==> src/rtl/carrier_update_sched_if.sv <==
// Register-side and generator-side bundle for carrier_update_sched.
// master : register interface / testbench (drives writes, commands, carrier feedback)
// slave  : carrier_update_sched (drives the active configuration and status)
// count_mode encoding: 0 COUNT_UP, 1 COUNT_DOWN, 2 COUNT_UPDOWN.
// carr_onoff encoding: 0 CARR_OFF, 1 CARR_ON.
interface carrier_update_sched_if #(
  parameter int W = 16
);
  logic         wr_stb;
  logic [W-1:0] wr_period;
  logic [W-1:0] wr_init;
  logic [1:0]   wr_mode;
  logic [1:0]   upd_sel;
  logic         start_req;
  logic         stop_req;
  logic         stop_sync;
  logic [W-1:0] carrier_in;
  logic [W-1:0] period_o;
  logic [W-1:0] init_carr_o;
  logic [1:0]   count_mode_o;
  logic         carr_onoff_o;
  logic         pending_o;
  logic         upd_done_o;
  logic         sync_o;
  logic         busy_o;

  modport master (
    output wr_stb, wr_period, wr_init, wr_mode, upd_sel,
           start_req, stop_req, stop_sync, carrier_in,
    input  period_o, init_carr_o, count_mode_o, carr_onoff_o,
           pending_o, upd_done_o, sync_o, busy_o
  );

  modport slave (
    input  wr_stb, wr_period, wr_init, wr_mode, upd_sel,
           start_req, stop_req, stop_sync, carrier_in,
    output period_o, init_carr_o, count_mode_o, carr_onoff_o,
           pending_o, upd_done_o, sync_o, busy_o
  );
endinterface

==> src/rtl/carrier_update_sched.sv <==
// Configuration sequencer for one 16-bit carrier generator.
// Shadow copies of period / init_carr / count_mode are written at any time and
// committed to the active outputs only at the boundary chosen by upd_sel, so the
// generator never sees a torn or mid-ramp change. Also sequences carrier
// start/stop and emits a sync pulse on every carrier zero while running.
// Ports:
//   clk   : system clock, rising edge
//   reset : asynchronous, active-high
//   bus   : carrier_update_sched_if.slave
//     in : wr_stb, wr_period, wr_init, wr_mode, upd_sel, start_req, stop_req,
//          stop_sync, carrier_in
//     out: period_o, init_carr_o, count_mode_o, carr_onoff_o, pending_o,
//          upd_done_o, sync_o, busy_o
module carrier_update_sched #(
  parameter int W = 16
) (
  input logic                   clk,
  input logic                   reset,
  carrier_update_sched_if.slave bus
);

  localparam logic [1:0] ST_IDLE     = 2'd0;
  localparam logic [1:0] ST_RUN      = 2'd1;
  localparam logic [1:0] ST_STOPPING = 2'd2;

  localparam logic [1:0] COUNT_UP = 2'd0;
  localparam logic       CARR_OFF = 1'b0;
  localparam logic       CARR_ON  = 1'b1;

  logic [1:0]   r_state;
  logic [1:0]   w_state_nxt;
  logic [W-1:0] r_carrier_prev;
  logic [W-1:0] r_period;
  logic [W-1:0] r_init;
  logic [1:0]   r_mode;
  logic [W-1:0] r_sh_period;
  logic [W-1:0] r_sh_init;
  logic [1:0]   r_sh_mode;
  logic         r_pending;
  logic         r_upd_done;
  logic         r_sync;
  logic         w_zero_ev;
  logic         w_per_ev;
  logic         w_sel_hit;
  logic         w_commit;
  logic         w_carr_on;
  logic         w_busy;

  // Boundary events, edge-qualified so a two-cycle dwell at an extremum
  // (up/down counting) yields a single event.
  always_comb begin
    w_zero_ev = (bus.carrier_in == {W{1'b0}}) && (r_carrier_prev != {W{1'b0}});
    w_per_ev  = (bus.carrier_in == r_period) && (r_carrier_prev != r_period) &&
                (r_period != {W{1'b0}});
  end

  // Commit decision: always immediate while idle, otherwise at the selected boundary.
  always_comb begin
    w_sel_hit = 1'b0;
    case (bus.upd_sel)
      2'd0:    w_sel_hit = 1'b1;
      2'd1:    w_sel_hit = w_zero_ev;
      2'd2:    w_sel_hit = w_per_ev;
      2'd3:    w_sel_hit = w_zero_ev | w_per_ev;
      default: w_sel_hit = 1'b0;
    endcase
    w_commit = r_pending & ((r_state == ST_IDLE) | w_sel_hit);
  end

  // FSM state register.
  always_ff @(posedge clk or posedge reset) begin
    if (reset) begin
      r_state <= ST_IDLE;
    end else begin
      r_state <= w_state_nxt;
    end
  end

  // FSM next state; stop beats a simultaneous start.
  always_comb begin
    w_state_nxt = r_state;
    case (r_state)
      ST_IDLE: begin
        if (bus.start_req && !bus.stop_req) begin
          w_state_nxt = ST_RUN;
        end else begin
          w_state_nxt = ST_IDLE;
        end
      end
      ST_RUN: begin
        if (bus.stop_req) begin
          if (bus.stop_sync) begin
            w_state_nxt = ST_STOPPING;
          end else begin
            w_state_nxt = ST_IDLE;
          end
        end else begin
          w_state_nxt = ST_RUN;
        end
      end
      ST_STOPPING: begin
        // A zero period never produces a zero event, so leave at once.
        if (w_zero_ev || (r_period == {W{1'b0}})) begin
          w_state_nxt = ST_IDLE;
        end else begin
          w_state_nxt = ST_STOPPING;
        end
      end
      default: w_state_nxt = ST_IDLE;
    endcase
  end

  // FSM outputs decoded from the state register.
  always_comb begin
    w_carr_on = CARR_OFF;
    w_busy    = 1'b0;
    case (r_state)
      ST_RUN, ST_STOPPING: begin
        w_carr_on = CARR_ON;
        w_busy    = 1'b1;
      end
      default: begin
        w_carr_on = CARR_OFF;
        w_busy    = 1'b0;
      end
    endcase
  end

  // Shadow capture, active configuration commit and registered pulses.
  // A write coinciding with a commit is captured after the old shadow is used.
  always_ff @(posedge clk or posedge reset) begin
    if (reset) begin
      r_carrier_prev <= {W{1'b0}};
      r_period       <= {W{1'b0}};
      r_init         <= {W{1'b0}};
      r_mode         <= COUNT_UP;
      r_sh_period    <= {W{1'b0}};
      r_sh_init      <= {W{1'b0}};
      r_sh_mode      <= 2'd0;
      r_pending      <= 1'b0;
      r_upd_done     <= 1'b0;
      r_sync         <= 1'b0;
    end else begin
      r_carrier_prev <= bus.carrier_in;
      if (w_commit) begin
        r_period <= r_sh_period;
        r_init   <= r_sh_init;
        r_mode   <= r_sh_mode;
      end
      if (bus.wr_stb) begin
        r_sh_period <= bus.wr_period;
        r_sh_init   <= bus.wr_init;
        r_sh_mode   <= bus.wr_mode;
      end
      r_pending  <= bus.wr_stb | (r_pending & ~w_commit);
      r_upd_done <= w_commit;
      r_sync     <= w_zero_ev & (r_state == ST_RUN);
    end
  end

  assign bus.period_o     = r_period;
  assign bus.init_carr_o  = r_init;
  assign bus.count_mode_o = r_mode;
  assign bus.carr_onoff_o = w_carr_on;
  assign bus.pending_o    = r_pending;
  assign bus.upd_done_o   = r_upd_done;
  assign bus.sync_o       = r_sync;
  assign bus.busy_o       = w_busy;

endmodule

==> src/flat_wrapper.sv <==
// flat-port wrapper written by rule: the top's interface ports become plain ports
module carrier_update_sched_flat 
#(
  parameter int W = 16
)
  (clk, reset, bus_wr_stb, bus_wr_period, bus_wr_init, bus_wr_mode, bus_upd_sel, bus_start_req, bus_stop_req, bus_stop_sync, bus_carrier_in, bus_period_o, bus_init_carr_o, bus_count_mode_o, bus_carr_onoff_o, bus_pending_o, bus_upd_done_o, bus_sync_o, bus_busy_o);
  carrier_update_sched_if #(.W(W)) bus_i ();
  input logic clk;
  input logic reset;
  input wire logic [$bits(bus_i.wr_stb)-1:0] bus_wr_stb;
  input wire logic [$bits(bus_i.wr_period)-1:0] bus_wr_period;
  input wire logic [$bits(bus_i.wr_init)-1:0] bus_wr_init;
  input wire logic [$bits(bus_i.wr_mode)-1:0] bus_wr_mode;
  input wire logic [$bits(bus_i.upd_sel)-1:0] bus_upd_sel;
  input wire logic [$bits(bus_i.start_req)-1:0] bus_start_req;
  input wire logic [$bits(bus_i.stop_req)-1:0] bus_stop_req;
  input wire logic [$bits(bus_i.stop_sync)-1:0] bus_stop_sync;
  input wire logic [$bits(bus_i.carrier_in)-1:0] bus_carrier_in;
  output wire logic [$bits(bus_i.period_o)-1:0] bus_period_o;
  output wire logic [$bits(bus_i.init_carr_o)-1:0] bus_init_carr_o;
  output wire logic [$bits(bus_i.count_mode_o)-1:0] bus_count_mode_o;
  output wire logic [$bits(bus_i.carr_onoff_o)-1:0] bus_carr_onoff_o;
  output wire logic [$bits(bus_i.pending_o)-1:0] bus_pending_o;
  output wire logic [$bits(bus_i.upd_done_o)-1:0] bus_upd_done_o;
  output wire logic [$bits(bus_i.sync_o)-1:0] bus_sync_o;
  output wire logic [$bits(bus_i.busy_o)-1:0] bus_busy_o;
  assign bus_i.wr_stb = bus_wr_stb;
  assign bus_i.wr_period = bus_wr_period;
  assign bus_i.wr_init = bus_wr_init;
  assign bus_i.wr_mode = bus_wr_mode;
  assign bus_i.upd_sel = bus_upd_sel;
  assign bus_i.start_req = bus_start_req;
  assign bus_i.stop_req = bus_stop_req;
  assign bus_i.stop_sync = bus_stop_sync;
  assign bus_i.carrier_in = bus_carrier_in;
  assign bus_period_o = bus_i.period_o;
  assign bus_init_carr_o = bus_i.init_carr_o;
  assign bus_count_mode_o = bus_i.count_mode_o;
  assign bus_carr_onoff_o = bus_i.carr_onoff_o;
  assign bus_pending_o = bus_i.pending_o;
  assign bus_upd_done_o = bus_i.upd_done_o;
  assign bus_sync_o = bus_i.sync_o;
  assign bus_busy_o = bus_i.busy_o;
  carrier_update_sched #(.W(W)) u_core (.clk(clk), .reset(reset), .bus(bus_i));
endmodule
==> config.mk <==
export PLATFORM = sky130hd
export DESIGN_NAME = carrier_update_sched_flat
export DESIGN_NICKNAME = d
export VERILOG_FILES = /design/src/rtl/carrier_update_sched_if.sv /design/src/rtl/carrier_update_sched.sv /design/src/flat_wrapper.sv
export SDC_FILE = /design/constraint.sdc
export NUM_CORES = 1
export LEC_CHECK = 0
export BUFFER_PORTS_ARGS = -buffer_cell sky130_fd_sc_hd__buf_2
export CELL_PAD_IN_SITES_DETAIL_PLACEMENT = 0
export CELL_PAD_IN_SITES_GLOBAL_PLACEMENT = 1
export CORE_MARGIN = 2
export CORE_UTILIZATION = 39
export DETAILED_ROUTE_END_ITERATION = 8
export PLACE_DENSITY_LB_ADDON = 0.1
export SLEW_MARGIN = 20
export SYNTH_ARGS = -nofsm -noshare
export SYNTH_HDL_FRONTEND = slang
export SYNTH_SLANG_ARGS = --single-unit
==> constraint.sdc <==
create_clock -name clk -period 2.6 [get_ports clk]
set_input_delay 0.52 -clock clk [delete_from_list [all_inputs] [get_ports clk]]
set_output_delay 0.52 -clock clk [all_outputs]
set_load 0.05 [all_outputs]
==> results of run 1 <==
==> worst max path at each step <==
stage,startpoint,endpoint,slack [ns],cells after the start
2_1_floorplan,u_core.bus.period_o[1],u_core.bus.count_mode_o[0],0.41,7
3_3_place_gp,bus_carrier_in[0],u_core.bus.init_carr_o[11],0.03,8
3_5_place_dp,bus_carrier_in[12],u_core.bus.init_carr_o[6],0.04,8
4_1_cts,u_core.r_carrier_prev[10],u_core.bus.period_o[5],0.25,7
5_1_grt,u_core.r_carrier_prev[10],u_core.bus.init_carr_o[11],0.16,7
6_report,u_core.r_carrier_prev[10],u_core.bus.period_o[5],0.29,7
==> cell type report <==
type | count | area [µm²]
Clock inverter | 6 | 91.3
Sequential cell | 89 | 2230
Tap cell | 129 | 161
Clock buffer | 10 | 138
Fill cell | 850 | 4670
Multi-Input combinational cell | 145 | 1480
Timing Repair Buffer | 101 | 543
Inverter | 4 | 18.8
==> cell usage after synthesis, drive strengths merged (2+ instances only) <==
cell type  count
dfrtp         89
mux2          68
xor2          20
nor4          17
xnor2         12
buf            7
nand4          7
ha             4
inv            4
nand3          3
a21oi          2
nor3           2
==> logic make-up after synthesis <==
family                   after synthesis  share of synthesized area, %
multiplexers                          68                          23.2
flip-flops                            89                          59.0
adder cells (fa/ha/maj)                4                          1.33
AND/OR/NAND/NOR                       36                          5.90
buffers and inverters                 12                          1.89
XOR/XNOR                              32                          7.43
AO/OA/AOI/OAI                          5                          1.26
==> where the power goes <==
group | switching (W) | internal [W]
clock | 0.000487 | 0.000569
combinational | 0.00162 | 0.000909
sequential | 0.000396 | 0.00174
total | 0.00250 | 0.00321
==> flip-flops by register name, summed over array words and instances, names as in the netlist <==
register and cells:
u_core.r_sh_period 16, u_core.bus.count_mode_o 2, u_core.bus.period_o 16, u_core.r_carrier_prev 16, u_core.r_state 2, u_core.r_sh_mode 2, u_core.bus.init_carr_o 16, u_core.r_sh_init 16
u_core.bus.sync_o 1, u_core.bus.upd_done_o 1, u_core.bus.pending_o 1
==> worst max-delay path: stages (launching register included) <==
cell and delay (ns):
dfrtp_1 0.41, nor4_1 0.37, nand4_1 0.13, and4b_1 0.26
a211oi_2 0.33, o21ai_4 0.18, buf_12 0.20, mux2_4 0.30
==> metrics by stage <==
stage,setup slack [ns],cell area [µm²],std cells,hold slack [ns]
final,0.294,4650,484,0.269
after global routing,0.155,4650,484,0.290
after CTS,0.251,4650,484,0.267
after detailed placement,0.0440,4430,468,0.493
after global placement,0.0260,4430,468,0.486
after floorplan,0.415,3780,246,0.475
==> routing by layer <==
metal  vias to the layer above  routed length [µm]  global-route usage [%]
met4                         0                 113                    6.36
li1                       1091                   -                       -
met5                         -                   0                       0
met3                         8                 413                    4.45
met2                        75                3800                    25.9
met1                      1148                3620                    21.3
==> out/qor.csv, run 1 <==
stage;metric;value;unit
synth;Seq/Total Area, Yosys;59.0;%
job;max_cap viols;0;
synth;Post-Syn Area;3770;µm²
floorplanning;Die X;102;µm
route;DRT iter0 DRCs;44;
critical_path;crit end category;flip-flop;
grt;GRT overflow;0;
cts;# clock sinks;89;
floorplanning;DIE AREA;10500;µm²
synth;Async S/R FF share, synth;100;%
grt;initial antenna violation count;0;
floorplanning;num ports;97;
floorplanning;Chip Height;102;µm
timing;Setup violations, final;0;
cells_and_area;ANT cells;0;
timing;max-slew violations;0;
synth;post-synthesis cell count;246;
timing;Setup TNS Final;0;ns
critical_path;startpoint types;flip-flop;
placement;Port Buffers;96;
synth;flops & latches, synth;89;
cts;Post-CTS Setup Inserts;0;
power;Tot Pwr;0.00571;W
route;routed vias;2322;
cts;TritonCTS Buffers;9;
synth;Netlist cell types;26;
timing;Setup Skew;0.00908;ns
grt;pin count of the biggest net entering global routing;58;
critical_path;Worst EP required;2.83;ns
timing;Tcrit/Tclk final;88.7;%
power;maximum VDD drop;0.626;mV
power;pwr dens;1230;nW/µm²
synth;synth warn;0;
floorplanning;initial core utilization;40.5;%
timing;Worst Tran Pin Value;0.850;ns
route;wire per inst;16.4;µm
critical_path;Worst Reg-to-Reg Cells;7;
cells_and_area;final core occ;49.9;%
synth;ys flop type;dfrtp_1;
cts;root buffer cell;clkbuf_8;
route;number of nets still failing antenna checks after routing;0;
synth;Syn Area/Cell;15.3;µm²
route;DR DRC count;0;
timing;fmax;434;MHz
cells_and_area;most frequent cells in the layout;buf_2, dfrtp_1, mux2_2, mux2_4, xor2_1;
critical_path;crit path max fanout;16;
floorplanning;core area;9330;µm²
floorplanning;row count;35;
synth;syn nets;308;
cells_and_area;share of cells above drive strength 1;53.5;%
grt;GRT Overall Usage;16.3;%
timing;post-route minimum period;2.31;ns
cts;Hold Buf Count CTS;0;
cells_and_area;Area growth syn-to-layout;23.3;%
route;via density per instance;4.80;
grt;first-pass GRT wire length;12.7;mm
timing;Fin. Hold Viols;0;
route;routed wire length;7.95;mm
placement;final HPWL from detailed placement;5.81;mm
cts;CTS tree;built;
cells_and_area;nets@finish;412;
critical_path;crit path DAT;2.54;ns
power;leakage power;2.15;nW
route;First-pass DRT Iterations;4;
cells_and_area;most common cell after layout, fill and taps aside;buf_2;
cts;post-CTS resize count;0;
critical_path;launching point of the worst reg2reg path;u_core.r_carrier_prev[10];
synth;top post-synthesis cells by area;dfrtp_1, mux2_2, mux2_4;
timing;headroom to the max-slew limit;43.3;%
critical_path;critical path class;flip-flop to flip-flop;
critical_path;Reg2Reg Setup Slack;0.29;ns
synth;Post-synth EDFFs;0;
status;status;completed;
cts;clk_lat worst skew;0.35;ns
cts;clock-pin transition on the worst setup and hold timing paths;0.09;ns
min_path;HP Class;input port to async pin;
timing;RSZ-0062 raised after global routing;false;
grt;vias in the first global route;2494;
cts;Max Root-Sink Buffers;2;
placement;Placer Congestion;0.826;
synth;Yosys top cell area share;59.0;%
synth;cell taking the most area after synthesis;dfrtp_1;
critical_path;Worst R2R End;u_core.bus.period_o[5];
cts;H-tree depth;3;
No activity file was read; power rests on OpenSTA's default activity.
==> inputs of run 2 (changes only) <==
- BUFFER_PORTS_ARGS: -buffer_cell sky130_fd_sc_hd__buf_2 -> not set
- CORE_UTILIZATION: 39 -> 46
- DONT_BUFFER_PORTS: not set -> 1
==> out/qor.csv, run 2 (same netlist as run 1, synthesis figures left out) <==
stage;metric;value;unit
cells_and_area;most frequent cells in the layout;dfrtp_1, mux2_2, mux2_4, xor2_1, buf_4;
cts;H-tree depth;3;
route;DR DRC count;0;
grt;vias in the first global route;2231;
timing;RSZ-0062 raised after global routing;false;
timing;Setup TNS Final;0;ns
critical_path;sum of buffers and inverters on the critical path;1;
critical_path;crit path max fanout;24;
timing;max-slew violations;0;
grt;initial antenna violation count;0;
cts;post-CTS resize count;0;
placement;Placed Cells;365;
timing;Worst Tran Pin Value;0.568;ns
placement;Placer Congestion;0.830;
timing;Tcrit/Tclk final;86.0;%
grt;GRT overflow;0;
cts;clk_lat worst skew;0.35;ns
grt;first-pass GRT wire length;12.1;mm
critical_path;Critical Path Max Stage Delay;0.40;ns
cells_and_area;share of cells above drive strength 1;39.6;%
power;pwr dens;1310;nW/µm²
route;routed wire length;7.63;mm
placement;Port Buffers;0;
cts;Max Root-Sink Buffers;2;
power;Tot Pwr;0.00557;W
timing;Setup violations, final;0;
timing;fmax;447;MHz
cells_and_area;FILL cells;723;
timing;headroom to the max-slew limit;62.0;%
power;maximum VDD drop;0.523;mV
cells_and_area;design area;4260;µm²
cells_and_area;nets@finish;333;
cts;CTS tree;built;
critical_path;crit end category;flip-flop;
route;number of nets still failing antenna checks after routing;0;
critical_path;worst path cell trace;nor4_1 > nand4_1 > and4b_1 > a211oi_2 > o21ai_4 > buf_12 > mux2_4;
floorplanning;Chip Height;94.6;µm
cts;Hold Buf Count CTS;0;
cts;# clock sinks;89;
cells_and_area;Multi-input gate area;1480;µm²
route;DRT iter0 DRCs;45;
cells_and_area;most common cell after layout, fill and taps aside;dfrtp_1;
floorplanning;Die X;94.6;µm
floorplanning;DIE AREA;8940;µm²
floorplanning;num ports;97;
cts;TritonCTS Buffers;9;
floorplanning;row count;33;
cts;clock-pin transition on the worst setup and hold timing paths;0.08;ns
status;status;completed;
grt;GRT Overall Usage;18.6;%
timing;Fin. Hold Viols;0;
critical_path;crit path DAT;2.47;ns
critical_path;critical path class;flip-flop to flip-flop;
placement;final HPWL from detailed placement;5.56;mm
timing;Setup Skew;0.0105;ns
critical_path;critical path's top delay family;simple AND/OR/NAND/NOR gates;
cells_and_area;Area growth syn-to-layout;12.9;%
floorplanning;initial core utilization;46.6;%
critical_path;CP max-delay cell;dfrtp_1;
cells_and_area;register area;2230;µm²
timing;post-route minimum period;2.24;ns
job;max_cap viols;0;
critical_path;Worst EP required;2.84;ns
placement;DP Area;4040;µm²
route;via density per instance;5.34;
cells_and_area;fin cells;380;
route;routed vias;2031;
critical_path;startpoint types;flip-flop;
min_path;HP Class;input port to async pin;
grt;pin count of the biggest net entering global routing;45;
floorplanning;core area;8090;µm²
route;First-pass DRT Iterations;4;
route;wire per inst;20.1;µm
cts;Post-CTS Setup Inserts;0;
cells_and_area;ANT cells;0;
cts;root buffer cell;clkbuf_8;
power;leakage power;1.85;nW
run 2: cell count changes in the layout (fill, tap and decap cells not counted):
cell	delta
clkbuf_1	+1
buf_4	+17
clkinvlp_4	-2
inv_6	+1
clkinv_4	-1
buf_2	-96
run 2: layer usage:
metal,GRT usage (%),vias to the layer above,share of wire [%]
li1,-,933,-
met1,22.7,1014,42
met2,30.2,72,48
met3,6.62,12,8.6
met4,7.25,0,1.9
met5,0,-,0
run 2: path summary, 6_finish.rpt:
check                                    startpoint                          to  slack (ns)  depth (start not counted)
min in group clk                  bus_carrier_in[6]    u_core.r_carrier_prev[6]        0.19                          0
setup reg to reg           u_core.r_carrier_prev[9]      u_core.bus.period_o[7]        0.36                          7
hold / removal                                reset      u_core.r_sh_period[10]        0.08                          1
hold reg to reg                u_core.r_sh_init[10]  u_core.bus.init_carr_o[10]        0.51                          1
max in group asynchronous                     reset      u_core.bus.period_o[4]        1.84                          2
setup / recovery           u_core.r_carrier_prev[9]      u_core.bus.period_o[7]        0.36                          7
run 2: layout make-up:
class | instances | area share, %
Timing Repair Buffer | 22 | 4.46
Tap cell | 105 | 3.08
Inverter | 4 | 0.441
Sequential cell | 89 | 52.3
Clock inverter | 4 | 1.79
Clock buffer | 11 | 3.32
Multi-Input combinational cell | 145 | 34.6
run 2: through the flow:
stage	hold WS (ns)	worst slack, ns	utilization [%]
3_3_place_gp	0.486	0.284	50.0
5_1_grt	0.132	0.211	52.6
6_report	0.0847	0.363	52.6
4_1_cts	0.0967	0.363	52.6
2_1_floorplan	0.475	0.415	-
3_5_place_dp	0.480	0.295	50.0
run 2: power by group:
group / switching, W / leakage (nW) / internal, W
Combinational: 0.00104 / 0.700 / 0.000838
Sequential: 0.000913 / 1.05 / 0.00173
Clock: 0.000477 / 0.106 / 0.000567
